==> config.mk <==
export PLATFORM = sky130hd
export DESIGN_NAME = fifo_uart_tx
export DESIGN_NICKNAME = d
export VERILOG_FILES = /design/src/rtl/fifo_uart_tx.sv
export SDC_FILE = /design/constraint.sdc
export NUM_CORES = 1
export LEC_CHECK = 0
export CAP_MARGIN = 10
export CORE_MARGIN = 1.5
export CORE_UTILIZATION = 48
export CTS_BUF_LIST = sky130_fd_sc_hd__clkbuf_16
export DETAILED_ROUTE_END_ITERATION = 10
export GPL_ROUTABILITY_DRIVEN = 0
export PLACE_DENSITY = 0.77
export SKIP_LAST_GASP = 1
export SLEW_MARGIN = 20
export SYNTH_ARGS = -nofsm -noshare
export SYNTH_HDL_FRONTEND = slang
export SYNTH_SLANG_ARGS = --single-unit
==> constraint.sdc <==
create_clock -name clk -period 1.7 [get_ports clk]
set_input_delay 0.255 -clock clk [delete_from_list [all_inputs] [get_ports clk]]
set_output_delay 0.255 -clock clk [all_outputs]
set_load 0.005 [all_outputs]
==> src/rtl/fifo_uart_tx.sv <==
// fifo_uart_tx: pops words from a registered-output fifo and sends each one
// as a UART frame: start bit, WIDTH data bits LSB first, optional parity bit,
// then STOP_BITS stop bits. The serial line idles high.
module fifo_uart_tx #(
  parameter int WIDTH        = 8,
  parameter int CLKS_PER_BIT = 16,
  parameter int PARITY       = 0,   // 0 none, 1 even, 2 odd
  parameter int STOP_BITS    = 1    // 1 or 2
) (
  input  logic             clk,
  input  logic             rstn,
  input  logic             enable,
  input  logic             fifo_empty,
  input  logic [WIDTH-1:0] fifo_data,
  output logic             fifo_rd_en,
  output logic             tx,
  output logic             busy
);

  localparam int BAUD_W = $clog2(CLKS_PER_BIT);
  localparam int BIT_W  = $clog2(WIDTH + 1);

  typedef enum logic [2:0] {
    S_IDLE,
    S_FETCH,
    S_START,
    S_DATA,
    S_PAR,
    S_STOP
  } state_t;

  state_t             state;
  logic [BAUD_W-1:0]  baud_cnt;
  logic [BIT_W-1:0]   bit_cnt;
  logic [WIDTH-1:0]   shreg;
  logic               par_bit;
  logic               bit_end;
  logic [WIDTH-1:0]   shreg_nxt;

  // Last cycle of the current serial bit period.
  assign bit_end   = (baud_cnt == BAUD_W'(CLKS_PER_BIT - 1));
  assign shreg_nxt = shreg >> 1;

  // Pop only from IDLE; gated by rstn so no pop can leak out while in reset.
  assign fifo_rd_en = (state == S_IDLE) & enable & ~fifo_empty & rstn;

  assign busy = (state != S_IDLE);

  // Frame sequencer: owns state, counters, shift register and the tx line.
  always_ff @(posedge clk or negedge rstn) begin
    if (!rstn) begin
      state    <= S_IDLE;
      baud_cnt <= '0;
      bit_cnt  <= '0;
      shreg    <= '0;
      par_bit  <= 1'b0;
      tx       <= 1'b1;
    end else begin
      case (state)
        S_IDLE: begin
          tx       <= 1'b1;
          baud_cnt <= '0;
          bit_cnt  <= '0;
          if (fifo_rd_en) state <= S_FETCH;
        end

        // Registered fifo data is valid now; the start bit goes out next.
        S_FETCH: begin
          shreg    <= fifo_data;
          par_bit  <= (PARITY == 2) ? ~^fifo_data : ^fifo_data;
          baud_cnt <= '0;
          bit_cnt  <= '0;
          tx       <= 1'b0;
          state    <= S_START;
        end

        S_START: begin
          if (bit_end) begin
            baud_cnt <= '0;
            tx       <= shreg[0];
            state    <= S_DATA;
          end else begin
            baud_cnt <= baud_cnt + 1'b1;
          end
        end

        S_DATA: begin
          if (bit_end) begin
            baud_cnt <= '0;
            shreg    <= shreg_nxt;
            if (bit_cnt == BIT_W'(WIDTH - 1)) begin
              bit_cnt <= '0;
              if (PARITY != 0) begin
                tx    <= par_bit;
                state <= S_PAR;
              end else begin
                tx    <= 1'b1;
                state <= S_STOP;
              end
            end else begin
              bit_cnt <= bit_cnt + 1'b1;
              tx      <= shreg_nxt[0];
            end
          end else begin
            baud_cnt <= baud_cnt + 1'b1;
          end
        end

        S_PAR: begin
          if (bit_end) begin
            baud_cnt <= '0;
            bit_cnt  <= '0;
            tx       <= 1'b1;
            state    <= S_STOP;
          end else begin
            baud_cnt <= baud_cnt + 1'b1;
          end
        end

        // bit_cnt is reused here to count stop bit periods.
        S_STOP: begin
          tx <= 1'b1;
          if (bit_end) begin
            baud_cnt <= '0;
            if (bit_cnt == BIT_W'(STOP_BITS - 1)) begin
              bit_cnt <= '0;
              state   <= S_IDLE;
            end else begin
              bit_cnt <= bit_cnt + 1'b1;
            end
          end else begin
            baud_cnt <= baud_cnt + 1'b1;
          end
        end

        default: begin
          tx    <= 1'b1;
          state <= S_IDLE;
        end
      endcase
    end
  end

endmodule

Word-level counts from Yosys, hierarchy flattened --
Cells that the tools add are included.
Word-level totals: input port bits 12, output and inout bits 3, logic and storage cells 60, flip-flop bits (word level) 20
Cells by class: add/sub/neg operators 2, reduce and logical (&&, ||, !) cells 12, bitwise operators 4, mux-type cells 23, equal/unequal tests 14
Operator list (number):
- $mux W4 | 6
- $mux W3 | 7
- $pmux W3 S6 | 1
- $pmux W4 S4 | 1
- $pmux W8 S2 | 1
- $ne A2 B2 Y1 const B | 7
- $add A4 B1 Y4 const B | 2
- $mux W8 | 1
- $pmux W4 S2 | 1
- $reduce_and A7 Y1 | 1
- $eq A3 B2 Y1 const B | 2
- $eq A3 B3 Y1 const B | 2
- $eq A4 B3 Y1 const B | 1
- $eq A4 B4 Y1 const B | 1
- $logic_not A4 Y1 | 1
- $mux W1 | 4
- $pmux W1 S4 | 1
- $reduce_and A4 Y1 | 1
- $reduce_bool A2 Y1 | 2
- $reduce_bool A4 Y1 | 1
- $reduce_or A4 Y1 | 1
- $and A1 B1 Y1 | 3
- $eq A3 B1 Y1 const B | 1
- $logic_not A3 Y1 | 1
- other kinds (5) | 5

Logic depth before layout (Yosys ltp) --
word-level depth 6, gate-level depth with buffers 6, depth with buffers taken out 6

Least setup slack after synthesis --
No wires, ideal clock.
kind flip-flop to flip-flop, from register bit_cnt[0], to register state[0], data arrival time 1.542 ns, clock period less this slack 1.667 ns, required time 1.575 ns, setup time 0.125 ns, path buffers 0, cell stages (with the launch flop) 7, setup slack 0.033 ns, path through dfrtp_1 inv_1 ha_1 nor3b_1 o22ai_1 a221oi_2 mux2_2
On the way: cells in the longest elaborated chain, start to end 3, elaborated cells between the ends (all ways) 5, those cells by class eq/ne (3); reduce/logical (2)
RTL lines:
- from (decl) | line 34 | logic [BIT_W-1:0] bit_cnt;
- from (signal assigned) | line 101 | bit_cnt <= bit_cnt + 1'b1;
- from (signal assigned) | line 129 | bit_cnt <= bit_cnt + 1'b1;
- $eq A4 B3 Y1 / $logic_not A4 Y1 (equally long branches) | line 91, 125
- $ne A2 B2 Y1 (no source line)
- $reduce_and A7 Y1 (no source line) (*)
- to (signal assigned) | line 95 | state <= S_PAR;
- to (signal assigned) | line 98 | state <= S_STOP;
- to (signal assigned) | line 114 | state <= S_STOP;
- to (decl) | line 32 | state_t state;
Every way passes the cells marked *; elsewhere a longest branch is shown, timed or not. A chain may end at the register's enable or synchronous reset.

Worst setup path in the final report --
Ends and elaborated chain as after synthesis.

==> flow_summary_export.csv <==
group,metric,value,unit
cells_and_area,syn_to_final_growth,32.0,%
timing,max_freq,591,MHz
pwr,power_density,1880,mW/mm^2
pwr,p_total,2.87,mW
placement,io_buffers,14,
clocking,cts_tree,"built",
timing,post-route-period-util,99.5,%
synth,synth.distinct_cells,32,
timing,skew,0.00356,ns
timing,maxSlewViolCount,0,
timing,tns,0,ns
placement,placed_cell_area,0.00139,sq mm
drt,drc,0,
synth,syn_area_per_cell,9.31,sq um
status,status,"complete, no violations",
flow_run,drv_cap,0,
clocking,clock_path_buffers,2,
clocking,worstSkewPairLatency,0.25,ns
hold_path,min_path_type,"in -> async",
critical_path,crit_type,"reg -> reg",
floorplanning,die_h,52.1,microns
drt,drt_iter0_drc,26,
timing,tightest_slew,0.265,ns
pwr,power_leakage,0.693,nW
cells_and_area,final_util,68.2,%
global_route,grt_max_degree,21,
synth,ys_ff_latch,20,
floorplanning,rows,17,
synth,ys.flop_type,"dfrtp_1",
critical_path,crit_slowest_cell,"dfrtp_1",
critical_path,critPathMaxStageDelay,0.40,ns
synth,ys_async_sr_fraction,100,%
timing,hold_viol,0,
synth,synthesis.area,0.00115,sq mm
synth,synth-seq-area-share,43.4,%
drt,viasPerCell,5.67,
critical_path,crit_arrival,1.83,ns
floorplanning,io_pins,15,
critical_path,cp.required,1.84,ns
floorplanning,start_util,51.7,%
cells_and_area,fin_area,0.00152,sq mm
floorplanning,die-area,0.00271,sq mm
cells_and_area,nets,167,
global_route,grt_pass1_vias,990,
critical_path,worstPathMaxFanout,3,
timing,rsz0062_at_grt,"yes",
global_route,grt-ovfl-total,0,
clocking,cts.sinks,20,
timing,fin_ws,0.00793,ns
critical_path,path_cells,"inv_1 -> ha_1 -> nor3b_4 -> o22ai_2 -> a221oi_2 -> buf_4 -> mux2_2",
clocking,clk_pin_slew_worst_paths,0.06,ns
synth,synth_edf_count,0,
placement,place_worst_setup_slack,-0.105,ns
pwr,max-vdd-ir-drop,0.00108,V
synth,synthCells,124,
drt,antenna_left,0,
cells_and_area,fin_cells,179,
global_route,grt_pass1_wl,4.25,mm
floorplanning,chipWidth,52.1,microns
cells_and_area,fillCellCount,170,
critical_path,endpoint_kind,"flip-flop",
critical_path,start_kind,"flip-flop",
clocking,cts_made_buffers,3,
global_route,grtUsageTotal,21.9,%
synth,ys_warn_count,0,
clocking,htreeDepth,1,
clocking,cts_root_buf,"clkbuf_16",
clocking,postCtsHoldBufs,0,
timing,slew_headroom,82.3,%
drt,drt_pass1_iterations,4,
drt,routed_wl,2.61,mm
timing,hold_slack,0.374,ns
placement,hpwl,1.74,mm
synth,synth_nets,139,
timing,period_needed,1.69,ns
drt,vias,1015,
cells_and_area,antenna_cells,0,
placement,dpl.cell_count,172,
drt,routedWlPerCell,14.6,microns
cells_and_area,drive_above_1_share,23.2,%
global_route,antenna_found_initial,0,
timing,setup_violations,0,
floorplanning,fp.coreArea,0.00223,sq mm
## final timing paths
check | to | cells past startpoint | slack, ns | startpoint
min in group clk | baud_cnt[3] | 1 | 0.52 | baud_cnt[3]
max reg2reg | state[0] | 7 | 0.008 | bit_cnt[0]
max | state[0] | 7 | 0.008 | bit_cnt[0]
min | bit_cnt[2] | 2 | 0.37 | rstn
max in group asynchronous | tx | 2 | 1.05 | rstn
min reg2reg | baud_cnt[3] | 1 | 0.52 | baud_cnt[3]
## layer usage
layer	up-vias	wire length [microns]	GRT usage [%]
met5	-	0	0
met4	0	63	12.3
li1	494	-	-
met1	489	1120	25.5
met3	7	89	5.17
met2	25	1340	36.7
## layout make-up
class | count | area (sq um) | area share (%)
repair buffers | 29 | 246 | 16.2
flip-flops and latches | 20 | 502 | 32.9
clock inverters | 1 | 3.75 | 0.246
well taps | 28 | 35.0 | 2.30
multi-input cells | 90 | 632 | 41.5
clock buffers | 3 | 75.1 | 4.93
inverters | 8 | 30.0 | 1.97
## flip-flops by register name (all words and copies together) (netlist names)
name and flops:
state 3, bit_cnt 4, tx 1, baud_cnt 4
shreg 8
## power by group
| part | switching, mW | internal, mW |
|---|---|---|
| Sequential | 0.148 | 0.681 |
| Combinational | 0.751 | 0.801 |
| Clock | 0.176 | 0.314 |
| Total | 1.07 | 1.80 |
## synth_stat cells, types with 2 or more instances
cell / count / area (sq um)
a21oi_1: 16 / 80.1
buf_2: 6 / 30.0
dfrtp_1: 19 / 475
ha_1: 3 / 37.5
inv_1: 8 / 30.0
mux2_2: 5 / 56.3
mux2i_1: 8 / 80.1
nand2_1: 5 / 18.8
nand2b_1: 3 / 18.8
nand3_1: 4 / 20.0
nand3b_1: 3 / 22.5
nor2_1: 15 / 56.3
o211a_1: 2 / 20.0
o21ai_0: 8 / 40.0
o22ai_1: 2 / 12.5
## kinds of logic (layout without fill, tap and decap cells)
| group | count (synthesis) | in the layout | share of synthesized area (%) |
|---|---|---|---|
| adders and majority gates | 3 | 3 | 3.25 |
| AOI/OAI and AO/OA | 33 | 33 | 17.3 |
| buffers and inverters | 14 | 41 | 5.20 |
| and+or+nand+nor | 39 | 39 | 17.4 |
| DFF | 20 | 20 | 43.4 |
| xor gates and xnor gates | 2 | 2 | 1.52 |
| muxes | 13 | 13 | 11.8 |
## worst max-delay path: cells and delay by family, from the launching register on
kind                       cells  cell delay, ns
DFF                            1            0.40
buffers and inverters          2            0.24
muxes                          1            0.32
adders and majority gates      1            0.14
and+or+nand+nor                1            0.20
AOI/OAI and AO/OA              2            0.27
## what timing repair did
item / in CTS / in global routing
setup buffers: 3 / 0
gates resized for setup: 10 / 4
setup endpoints to repair: 6 / 7
pin swaps: 4 / 0
## cells in the final DEF (no fill, tap or decap), types with 2 or more instances in the layout
cell	count
a21oi_1	16
buf_4	15
clkbuf_16	3
clkdlybuf4s50_1	12
dfrtp_1	19
ha_2	2
inv_1	8
mux2_2	3
mux2_4	2
mux2i_1	8
nand2_1	5
nand2b_1	3
nand3_1	4
nand3b_1	3
nor2_1	14
o211a_1	2
o21ai_0	8
Note: power is estimated with default switching activity, not from simulation.
==> patch 1 (same flow settings) <==
Put one more register stage on the output `tx`, with the module's reset. The value now appears one clock later. The other outputs are not delayed to match.
--- a/src/rtl/fifo_uart_tx.sv
+++ b/src/rtl/fifo_uart_tx.sv
@@ -31,2 +31,4 @@
 
+  logic tx_s0;
+
   state_t             state;
@@ -56,3 +58,3 @@
       par_bit  <= 1'b0;
-      tx       <= 1'b1;
+      tx_s0    <= 1'b1;
     end else begin
@@ -60,3 +62,3 @@
         S_IDLE: begin
-          tx       <= 1'b1;
+          tx_s0    <= 1'b1;
           baud_cnt <= '0;
@@ -72,3 +74,3 @@
           bit_cnt  <= '0;
-          tx       <= 1'b0;
+          tx_s0    <= 1'b0;
           state    <= S_START;
@@ -79,3 +81,3 @@
             baud_cnt <= '0;
-            tx       <= shreg[0];
+            tx_s0    <= shreg[0];
             state    <= S_DATA;
@@ -93,6 +95,6 @@
               if (PARITY != 0) begin
-                tx    <= par_bit;
+                tx_s0 <= par_bit;
                 state <= S_PAR;
               end else begin
-                tx    <= 1'b1;
+                tx_s0 <= 1'b1;
                 state <= S_STOP;
@@ -101,3 +103,3 @@
               bit_cnt <= bit_cnt + 1'b1;
-              tx      <= shreg_nxt[0];
+              tx_s0   <= shreg_nxt[0];
             end
@@ -112,3 +114,3 @@
             bit_cnt  <= '0;
-            tx       <= 1'b1;
+            tx_s0    <= 1'b1;
             state    <= S_STOP;
@@ -121,3 +123,3 @@
         S_STOP: begin
-          tx <= 1'b1;
+          tx_s0 <= 1'b1;
           if (bit_end) begin
@@ -136,3 +138,3 @@
         default: begin
-          tx    <= 1'b1;
+          tx_s0 <= 1'b1;
           state <= S_IDLE;
@@ -143,2 +145,10 @@
 
+  always_ff @(posedge clk or negedge rstn) begin
+    if (!rstn) begin
+      tx <= '0;
+    end else begin
+      tx <= tx_s0;
+    end
+  end
+
 endmodule
Function: changed (Yosys sat finds a counterexample within 4 cycles, from zero or initial values and one cycle with rstn low).
==> patch 1 against the original RTL <==
  * Fmax rose by 3.5%
  * Sequential cell count grew 1
  * Worst setup slack improved by 0.057 ns
  * Non-clock buffer count rose by 5
  * Via count rose by 7.4%
  * Count of clock-buffer cells in the layout unchanged
  * Power is 12% lower
  * Synthesized area up 10%
  * Global-route usage down 1.1 points
  * Routed wire length is 6.0% higher
  * Core utilization down 1.9 points
  * Combinational power down 23%
  * Final area rose by 8.8%
  * Critical path type unchanged
  * Highest routed layer unchanged
==> patch 1: results (changes against the original RTL) <==
| Metric | Value |
|---|---|
| Clock power share | `19.5% (was 17.1%)` |
| Sequential-to-total area share from yosys stat | `41.40% (was 43.45%)` |
| Status | `complete, no violations (unchanged)` |
| Synth Area in XOR/XNOR | `0% (was 1.517%)` |
| Combinational share of power | `47.2% (was 54.1%)` |
| Flop2flop setup slack | `0.06 ns (was 0.008 ns)` |
| Nets | `178 (was 167)` |
| Worst-path fanout max | `7 (was 3)` |
| Crit-path leading delay family | `simple AND/OR/NAND/NOR gates (was flip-flops)` |
| Reg2reg path depth | `5 (was 7)` |
| DP Area | `1499 sq um (was 1390 sq um)` |
| Post-synth cell types | `44 (was 32)` |
| Met2 wire len | `1396 microns (was 1338 microns)` |
| Worst hold slack | `0.3799 ns (was 0.3740 ns)` |
| Clock latency on the worst-skew pair | `0.25 ns (about the same)` |
| Layout cells sized above 1 | `27.67% (was 23.18%)` |
| Synth Area per Inst | `10.02 sq um (was 9.313 sq um)` |
| Largest net degree at the start of global routing | `22 (was 21)` |
| DR iter-0 viols | `21 (was 26)` |
| Pre-CTS worst setup slack | `-0.0008958 ns (was -0.1048 ns)` |
| GR met1 Demand/Resource | `24.04% (was 25.46%)` |
| Cell-internal power | `0.001651 W (was 0.001796 W)` |
| Wire length on met3 | `114 microns (was 89 microns)` |
| Top cells by area, synth | `dfrtp_1 (39%), mux2i_1 (6.3%), ha_1 (5.9%) (was dfrtp_1 (41%), a21oi_1 (6.9%), mux2i_1 (6.9%))` |
| Leakage | `0.7685 nW (was 0.6926 nW)` |
| Non-Filler Instances | `189 (was 179)` |
| Synth Area in Adders | `5.900% (was 3.250%)` |
| RR Startpoint | `state[2] (was bit_cnt[0])` |
| Mapped Nets | `145 (was 139)` |
| R2r endpoint | `bit_cnt[1] (was state[0])` |
| Worst Skew | `0.003128 ns (was 0.003556 ns)` |
| Met3 usage | `4.098% (was 5.172%)` |
| Ys async rst share | `100.0% (unchanged)` |
| Fillcell total | `197 (was 170)` |
| DR vias | `1090 (was 1015)` |
| Worst-Margin Slew | `0.2833 ns (was 0.2654 ns)` |
| Synth Area in Compound Gates | `19.27% (was 17.33%)` |
| Inserted Clock Buffers | `3 (unchanged)` |
| Routed WL | `2768 microns (was 2611 microns)` |
| Worst IR Drop VDD | `0.9632 mV (was 1.083 mV)` |
| Met2 usage | `35.94% (was 36.71%)` |
| Mux cell area share after synthesis | `9.243% (was 11.81%)` |
| CP arrival | `1.77 ns (was 1.83 ns)` |
| Total track usage | `20.80% (was 21.90%)` |
| Total chip power | `0.002521 W (was 0.002871 W)` |
| Post-placement cell count | `179 (was 172)` |
| First-pass GRT wire length | `4284 microns (was 4250 microns)` |
| Cts repair resizes | `4 (was 10)` |
| DP HPWL | `1948 microns (was 1742 microns)` |
| DRT met1 WL | `1166 microns (was 1120 microns)` |
| Vias in the first global route | `1029 (was 990)` |
| Hold Path Class | `in2async (unchanged)` |
| Synth cell count leaders | `dfrtp_1 (20), nor2_1 (12), a21oi_1 (10), o21ai_0 (10) (was dfrtp_1 (19), a21oi_1 (16), nor2_1 (15))` |
| Multi-input logic area | `701.9 sq um (was 631.9 sq um)` |
==> patch 1: changes by cell type after synthesis, moves of 3 or more <==
cell	change
a21oi_1	-6
buf_2	-5
buf_6	+3
ha_1	+3
inv_1	-3
mux2_2	-3
nand2_1	+3
nor2_1	-3
==> patch 1: layout make-up <==
type	count	area share [%]
clock inverters	1	0.2264
well taps	30	2.264
clock buffers	3	4.528
flip-flops and latches	21	31.85
repair buffers	34	17.66
multi-input cells	95	42.34
inverters	5	1.132
==> patch 1: worst max path at each step <==
stage | from | to | slack [ns] | cells after the start
floorplan | state[1] | bit_cnt[1] | 0.04 | 6
global placement | rstn | fifo_rd_en | 0.03 | 4
detailed placement | bit_cnt[0] | bit_cnt[3] | -0.0009 | 7
CTS | state[1] | fifo_rd_en | -0.02 | 4
global route | state[2] | bit_cnt[2] | -0.02 | 5
finish | state[2] | bit_cnt[1] | 0.06 | 5
==> patch 2 (same settings) <==
Made on the original files. `WIDTH`: 8 -> 16.
--- a/src/rtl/fifo_uart_tx.sv
+++ b/src/rtl/fifo_uart_tx.sv
@@ -4,3 +4,3 @@
 module fifo_uart_tx #(
-  parameter int WIDTH        = 8,
+  parameter int WIDTH        = 16,
   parameter int CLKS_PER_BIT = 16,
Interface: changed (resized fifo_data); port bits go from 15 to 23. No check against the original RTL was run, so the function may have changed too.
==> patch 2 against the original RTL <==
  * Core utilization fell by 4.5 points
  * Power fell by 43%
  * Synthesized area rose by 42%
  * Worst setup slack got worse by 0.0069 ns
  * Sequential share of layout area rose by 1.5 points
  * Sequential power fell by 13%
  * Count of clock-buffer cells in the layout rose by 2
  * Sequential cell count rose by 9
  * Global-route usage fell by 1.7 points
  * Routed wire length rose by 35%
  * Final area rose by 39%
  * Via count rose by 31%
  * Non-clock buffer count rose by 7
  * Largest power group is now the clock network
==> patch 2: results (changes against the original RTL) <==
| Metric | Value |
|---|---|
| Status | `complete, no violations (unchanged)` |
| H-tree depth | `2 (was 1)` |
| Met2 usage | `34.44% (was 36.71%)` |
| Worst-path fanout max | `6 (was 3)` |
| Top cells by area, synth | `dfrtp_1 (43%), mux2i_1 (8.5%), a21oi_1 (6.7%) (was dfrtp_1 (41%), a21oi_1 (6.9%), mux2i_1 (6.9%))` |
| Via density | `5.357 (was 5.670)` |
| Post-synth cell types | `40 (was 32)` |
| DP HPWL | `2393 microns (was 1742 microns)` |
| N_diodes | `0 (unchanged)` |
| Layout cells sized above 1 | `16.26% (was 23.18%)` |
| Total track usage | `20.21% (was 21.90%)` |
| Mapped Nets | `194 (was 139)` |
| Clock slew at reported path FFs | `0.05 ns` |
| Reg2reg path depth | `7 (unchanged)` |
| Largest net degree at the start of global routing | `32 (was 21)` |
| Top_reg_cell synth | `dfrtp_1 (unchanged)` |
| IO buf count | `22 (was 14)` |
| Met3 usage | `5.882% (was 5.172%)` |
| Fillcell total | `279 (was 170)` |
| Normalized max-slew margin | `75.68% (was 82.31%)` |
| GR met1 Demand/Resource | `22.60% (was 25.46%)` |
| Vias in the first global route | `1318 (was 990)` |
| CP arrival | `1.84 ns` |
| DR WL/cell | `14.17 microns (was 14.59 microns)` |
| Initial antenna violation count | `0 (unchanged)` |
| Worst Skew | `0.005202 ns (was 0.003556 ns)` |
| Drt first pass iters | `5 (was 4)` |
| Sequential-to-total area share from yosys stat | `44.22% (was 43.45%)` |
| Synth cell count leaders | `dfrtp_1 (28), nor2_1 (24), a21oi_1 (22) (was dfrtp_1 (19), a21oi_1 (16), nor2_1 (15))` |
| Worst IR Drop VDD | `0.7511 mV (was 1.083 mV)` |
| DR iter-0 viols | `84 (was 26)` |
| Clock latency on the worst-skew pair | `0.27 ns (was 0.25 ns)` |
| DP Area | `1924 sq um (was 1390 sq um)` |
| Nets | `227 (was 167)` |
| Top Registers | `shreg: 16 flops, bit_cnt: 5 flops, baud_cnt: 4 flops (was shreg: 8 flops, baud_cnt: 4 flops, bit_cnt: 4 flops)` |
| Leakage | `0.9171 nW (was 0.6926 nW)` |
| Inserted Clock Buffers | `5 (was 3)` |
| First-pass GRT wire length | `5499 microns (was 4250 microns)` |
patch 2: what timing repair did:
item,in CTS,in global routing
buffers inserted,3,1
setup endpoints to repair,3,25
pin swaps,1,2
resized for setup,2,8
patch 2: where the power goes:
part,switching [W],internal [W]
clock,0.000284,0.000526
sequential,0.0000111,0.000711
combinational,0.0000371,0.0000582
total,0.000332,0.00130
patch 2: cell type report:
type	count	area, sq um	area share [%]
repair buffers	36	319.1	15.12
flip-flops and latches	29	726.9	34.44
inverters	10	37.54	1.778
well taps	46	57.56	2.727
multi-input cells	120	832.0	39.42
clock inverters	3	12.51	0.5928
clock buffers	5	125.1	5.928
patch 2: worst paths after layout:
check                       endpoint  startpoint  slack [ns]
setup / recovery            state[2]  bit_cnt[0]       0.001
hold / removal             shreg[12]        rstn        0.49
setup reg to reg            state[2]  bit_cnt[0]       0.001
hold reg to reg            shreg[15]   shreg[15]        0.53
max in group asynchronous         tx        rstn        0.90
min in group clk           shreg[15]   shreg[15]        0.53
patch 2: critical path: stages (launching register included):
cell	delay, ns
dfrtp_1	0.37
buf_4	0.14
inv_1	0.05
ha_1	0.17
nor4b_4	0.33
o22ai_4	0.18
o21ai_0	0.23
o31ai_1	0.11
patch 2: per-stage QoR:
| stage | setup TNS, ns | setup slack, ns | util, % | cells | power [W] |
|---|---|---|---|---|---|
| after floorplan | 0 | 0.07542 | - | 169 | 0.0007578 |
| after global placement | -0.1120 | -0.1120 | 58.13 | 237 | 0.0008244 |
| after detailed placement | -0.1133 | -0.1133 | 58.13 | 237 | 0.0008289 |
| after CTS | -0.02859 | -0.02859 | 62.89 | 248 | 0.001648 |
| after global routing | -0.06673 | -0.03609 | 63.76 | 249 | 0.001693 |
| final | 0 | 0.0009978 | 63.76 | 249 | 0.001628 |
patch 2: kinds of logic after synthesis:
| family | synth area share [%] |
|---|---|
| xor+xnor | 0.5328 |
| fa+ha+maj | 3.805 |
| mux | 8.523 |
| flops | 44.22 |
| compound gates | 17.88 |
| simple gates | 18.34 |
| buf+inv | 6.697 |
patch 2: layer usage:
layer | up-vias | wire (microns)
met4 | 0 | 84
met3 | 7 | 128
met1 | 649 | 1463
li1 | 655 | -
met5 | - | 0
met2 | 23 | 1853
